--- config.mk ---
export PLATFORM = sky130hd
export DESIGN_NAME = line_buf_1bit_rd_ctrl
export DESIGN_NICKNAME = d
export VERILOG_FILES = /design/src/rtl/line_buf_pkg.sv /design/src/rtl/line_buf_1bit_rd_ctrl.sv
export SDC_FILE = /design/constraint.sdc
export NUM_CORES = 1
export LEC_CHECK = 0
export ABC_AREA = 1
export CAP_MARGIN = 20
export CORE_UTILIZATION = 55
export CTS_CLUSTER_DIAMETER = 120
export CTS_CLUSTER_SIZE = 16
export DETAILED_ROUTE_END_ITERATION = 10
export GPL_TIMING_DRIVEN = 0
export PLACE_DENSITY_LB_ADDON = 0.05
export SYNTH_ARGS = -nofsm -noshare
export SYNTH_HDL_FRONTEND = slang
export SYNTH_SLANG_ARGS = --single-unit
--- constraint.sdc ---
create_clock -name rd_clk -period 2 [get_ports rd_clk]
set_input_delay 0.6 -clock rd_clk [delete_from_list [all_inputs] [get_ports rd_clk]]
set_output_delay 0.6 -clock rd_clk [all_outputs]
set_load 0.02 [all_outputs]
--- src/rtl/line_buf_pkg.sv ---
// Shared definitions for the 1-bit line-buffer read path:
// the read-controller state type and the default active frame size.
package line_buf_pkg;

    typedef enum logic [1:0] {
        IDLE,
        PREFILL,
        STREAM
    } rd_state_e;

    localparam int unsigned DEF_H_ACTIVE = 1280;
    localparam int unsigned DEF_V_ACTIVE = 720;

endpackage

--- src/rtl/line_buf_1bit_rd_ctrl.sv ---
// Display-side read controller for the 1-bit line-buffer FIFO: turns DE into FIFO reads,
// tags line/frame boundaries and substitutes a fill value when data is not available.
module line_buf_1bit_rd_ctrl
    import line_buf_pkg::*;
#(
    parameter int unsigned H_ACTIVE   = DEF_H_ACTIVE,
    parameter int unsigned V_ACTIVE   = DEF_V_ACTIVE,
    parameter logic        FILL_VAL   = 1'b0,
    parameter bit          PREFILL_EN = 1'b1,
    parameter int unsigned UFL_CNT_W  = 16
) (
    input  logic                 rd_clk,
    input  logic                 rd_rst,
    input  logic                 frame_start,
    input  logic                 pix_req,
    output logic                 fifo_rd_en,
    input  logic                 fifo_rd_data,
    input  logic                 fifo_rd_empty,
    input  logic                 fifo_almost_empty,
    output logic                 pix_out,
    output logic                 pix_valid,
    output logic                 pix_sol,
    output logic                 pix_eol,
    output logic                 pix_sof,
    output logic                 underflow,
    output logic [UFL_CNT_W-1:0] underflow_cnt,
    output logic                 busy
);

    localparam int unsigned HW = (H_ACTIVE > 1) ? $clog2(H_ACTIVE) : 1;
    localparam int unsigned VW = (V_ACTIVE > 1) ? $clog2(V_ACTIVE) : 1;
    localparam logic [HW-1:0] H_LAST = HW'(H_ACTIVE - 1);
    localparam logic [VW-1:0] V_LAST = VW'(V_ACTIVE - 1);

    rd_state_e     state;
    logic [HW-1:0] h_cnt;
    logic [VW-1:0] v_cnt;
    logic          served_q;
    logic          accept;
    logic          starved;
    logic          last_pix;

    // A request coinciding with frame_start is dropped: no read, no pixel.
    always_comb begin
        accept     = pix_req && !frame_start && (state != IDLE);
        fifo_rd_en = accept && (state == STREAM) && !fifo_rd_empty;
        starved    = accept && !fifo_rd_en;
        last_pix   = (h_cnt == H_LAST) && (v_cnt == V_LAST);
    end

    always_ff @(posedge rd_clk or posedge rd_rst) begin
        if (rd_rst) begin
            state         <= IDLE;
            h_cnt         <= '0;
            v_cnt         <= '0;
            served_q      <= 1'b0;
            pix_valid     <= 1'b0;
            pix_sol       <= 1'b0;
            pix_eol       <= 1'b0;
            pix_sof       <= 1'b0;
            underflow     <= 1'b0;
            underflow_cnt <= '0;
        end else begin
            pix_valid <= accept;
            served_q  <= fifo_rd_en;
            pix_sol   <= accept && (h_cnt == '0);
            pix_eol   <= accept && (h_cnt == H_LAST);
            pix_sof   <= accept && (h_cnt == '0) && (v_cnt == '0);

            if (frame_start) begin
                state         <= PREFILL;
                h_cnt         <= '0;
                v_cnt         <= '0;
                underflow     <= 1'b0;
                underflow_cnt <= '0;
            end else begin
                if (starved) begin
                    underflow <= 1'b1;
                    if (underflow_cnt != '1)
                        underflow_cnt <= underflow_cnt + UFL_CNT_W'(1);
                end

                if (accept) begin
                    if (h_cnt == H_LAST) begin
                        h_cnt <= '0;
                        v_cnt <= (v_cnt == V_LAST) ? '0 : v_cnt + VW'(1);
                    end else begin
                        h_cnt <= h_cnt + HW'(1);
                    end
                end

                if (accept && last_pix)
                    state <= IDLE;
                else if (state == PREFILL && (!PREFILL_EN || !fifo_almost_empty))
                    state <= STREAM;
            end
        end
    end

    // FIFO data has no output register, so only the served/fill select is pipelined.
    always_comb begin
        pix_out = 1'b0;
        if (pix_valid)
            pix_out = served_q ? fifo_rd_data : FILL_VAL;
    end

    always_comb busy = (state != IDLE);

endmodule

==> impl_metrics.csv <==
group,metric,value,unit
placement,port_buffers,30,
layout,layout_commonest_cell,"nand2_1",
global_routing,grt_util_met1,35.0,%
setup_path,worst-path-stages,5,
setup_path,critPathKind,"in2out",
die,fp.coreArea,4720,µm²
routing,drt-total-wl,5780,µm
power_and_ir_drop,pwr_density_cell,546,nW/µm²
global_routing,grt-ovfl-total,0,
power_and_ir_drop,peakVddDrop,419,µV
placement,dp_hpwl,4240,µm
die,die_h,71.8,µm
cts,clock_latency,0.30,ns
sta,period_share,100,%
logic_synthesis,synth_nets,355,
sta,relSlewSlack,68.4,%
sta,clock_skew,0.00508,ns
setup_path,reg2regPathDepth,10,
setup_path,r2r-end,"underflow_cnt[10]$_DFFE_PP0P_",
status,violations,"negative setup slack",
global_routing,grt_pass1_vias,2125,
logic_synthesis,synth_cell_types,32,
setup_path,r2r-start,"underflow_cnt[0]$_DFFE_PP0P_",
logic_synthesis,synth.yosys.warnings,0,
routing,vias,2353,
sta,fmax,499,MHz
worst_hold_path,holdPathStages,2,
cts,cts_root_buf,"clkbuf_8",
cts,cts_tree,"yes",
routing,ant_nets,0,
die,die_w,71.8,µm
logic_synthesis,syn_inst,343,
setup_path,crit_slowest_cell,"dlygate4sd2_1",
layout,nets,394,
logic_synthesis,synth_seq_area_share,42.0,%
setup_path,cp_top_family,"buffers and inverters",
setup_path,cp-end-kind,"output pin",
die,rows,25,
setup_path,regToRegSetupSlack,0.27,ns
sta,worstMarginPinSlew,0.470,ns
sta,slew_violations,0,
run,cap_violations,0,
sta,hold_violations,0,
layout,final_cell_mix,"nand2_1 (87), dfrtp_1 (45), nor2_1 (42)",
routing,drtIter0Drc,165,
layout,nFillCells,411,
placement,gp_congestion,0.864,
global_routing,grt_most_used_layer,"met2",
cts,cts_buffers,5,
layout,finalCoreUtilization,67.6,%
logic_synthesis,synth_area_per_cell,7.82,µm²
logic_synthesis,ys_ff_latch,45,
cts,clkSinkCount,45,
logic_synthesis,synth-edff-count,0,
routing,vias_per_cell,5.23,
layout,drive_gt1_share,16.7,%
worst_hold_path,hold_class,"reg2reg",
setup_path,cp_num_buf_inv,3,
layout,area_growth,19.0,%
die,initial_core_util,56.8,%
sta,finalSetupViolCount,1,
global_routing,met2_usage,36.2,%
logic_synthesis,ys_async_sr_fraction,100,%
global_routing,grt_usage,23.9,%
sta,rsz0062_at_grt,"true",
setup_path,crit_end,"fifo_rd_en",
setup_path,crit_path_cell_trace,"dlygate4sd2_1, inv_4, nand2_4, nor2_2, buf_6",
routing,dr.pass1.iters,4,
cts,clkTransAtPathRegs,0.09,ns
cts,clockBufferDepth,2,
cts,holdBufCountCts,0,
logic_synthesis,synthFlopType,"dfrtp_1",
setup_path,cpPeakStageDelay,0.33,ns
routing,wl_per_cell,12.8,µm
setup_path,path_max_fanout,6,
global_routing,antenna_found_initial,0,
power_and_ir_drop,power.leakage,1.57,nW
global_routing,grt_max_degree,35,
layout,n_antenna_cell,0,
setup_path,critical_path_arrival,1.40,ns
routing,drc,0,
sta,setup_ws,-0.00201,ns
die,pin_count,31,
global_routing,grt_util_met3,4.92,%
sta,hold_slack,0.498,ns
sta,period_minus_slack,2.00,ns
cts,cts_max_level,2,
logic_synthesis,syn_area,2680,µm²
power_and_ir_drop,fin_total_pwr,1.74,mW
status,status,"finished with violations",
setup_path,critPathLaunch,"frame_start",
setup_path,critPathRequiredTime,1.40,ns
setup_path,setup.worst_path.start_class,"input port",
die,die-area,5160,µm²
global_routing,grt_pass1_wl,9580,µm
-- sequential cells by signal (all words and copies together) (netlist names), 2 cells and up --
register       cells
underflow_cnt     16
h_cnt             11
v_cnt             10
state              2
-- tightest hold or removal path, cell delays in order, from the launching register on --
cell	delay [ns]
dfrtp_1	0.35
nand2_1	0.06
nand2_1	0.06
-- per-stage QoR --
step	setup WS [ns]	TNS (ns)	cell area (µm²)	cells
floorplan	0.341	0	2680	343
global placement	-0.779	-39.71	3070	440
detailed placement	-0.774	-12.61	3090	441
CTS	-0.0903	-0.0903	3160	449
global route	-0.0376	-0.0376	3190	450
finish	-0.00201	-0.00201	3190	450
-- where the power goes --
group | total, mW | internal (mW) | switching (mW)
combinational | 0.210 | 0.0782 | 0.132
clock | 0.571 | 0.242 | 0.329
sequential | 0.962 | 0.934 | 0.0282
total | 1.74 | 1.25 | 0.490
-- metal layers --
metal / vias to the layer above / part of all wire, %
met4: 0 / 0.99
met5: - / 0
met2: 53 / 44
met1: 1103 / 50
met3: 6 / 4.4
li1: 1191 / -
-- cell families after synthesis --
family | Yosys count | share of synthesized area, %
xor gates and xnor gates | 12 | 3.92
AOI/OAI and AO/OA | 33 | 8.16
and+or+nand+nor | 210 | 37.1
buffers and inverters | 38 | 6.48
adders and majority gates | 5 | 2.33
DFF | 45 | 42.0
-- worst min-delay path by stage --
stage | from | end
2_1_floorplan | v_cnt[9]$_DFFE_PP0P_ | v_cnt[9]$_DFFE_PP0P_
3_3_place_gp | underflow$_DFFE_PP0P_ | underflow$_DFFE_PP0P_
3_5_place_dp | underflow$_DFFE_PP0P_ | underflow$_DFFE_PP0P_
4_1_cts | underflow$_DFFE_PP0P_ | underflow$_DFFE_PP0P_
5_1_grt | underflow$_DFFE_PP0P_ | underflow$_DFFE_PP0P_
6_report | underflow$_DFFE_PP0P_ | underflow$_DFFE_PP0P_
-- area by class of cell --
class | count | area [µm²] | area share (%)
multi-input cells | 260 | 1390 | 43.6
clock buffers | 5 | 68.8 | 2.16
plain buffers | 5 | 47.5 | 1.49
clock inverters | 3 | 17.5 | 0.549
inverters | 33 | 126 | 3.96
repair buffers | 32 | 329 | 10.3
flip-flops and latches | 45 | 1130 | 35.3
well taps | 67 | 83.8 | 2.63
-- synthesized netlist by cell type (2+ instances only) --
cell	instances	area share, %
nand2_4	3	1.3
nand2_2	16	3.7
xnor2_1	3	0.98
or2_2	2	0.47
nand2_1	87	12
dfrtp_1	45	42
o21ai_1	5	0.93
nor3_1	11	2.1
inv_2	3	0.42
ha_1	5	2.3
a21oi_1	3	0.56
nor2_4	5	2.1
o21ai_2	12	3.9
nor2_1	44	6.2
nand3_2	2	0.75
o21ai_0	9	1.7
inv_1	29	4.1
nand3_1	21	3.9
nand4_1	15	3.5
xor2_1	9	2.9
o21bai_1	3	0.84
-- timing repair --
action / 4_1_cts / 5_1_grt
cloned: 0 / 0
pin swaps: 0 / 2
setup buffers: 0 / 1
gates resized for setup: 23 / 10
endpoints found under the setup margin: 31 / 8
Note: power is estimated with default switching activity, not from simulation.
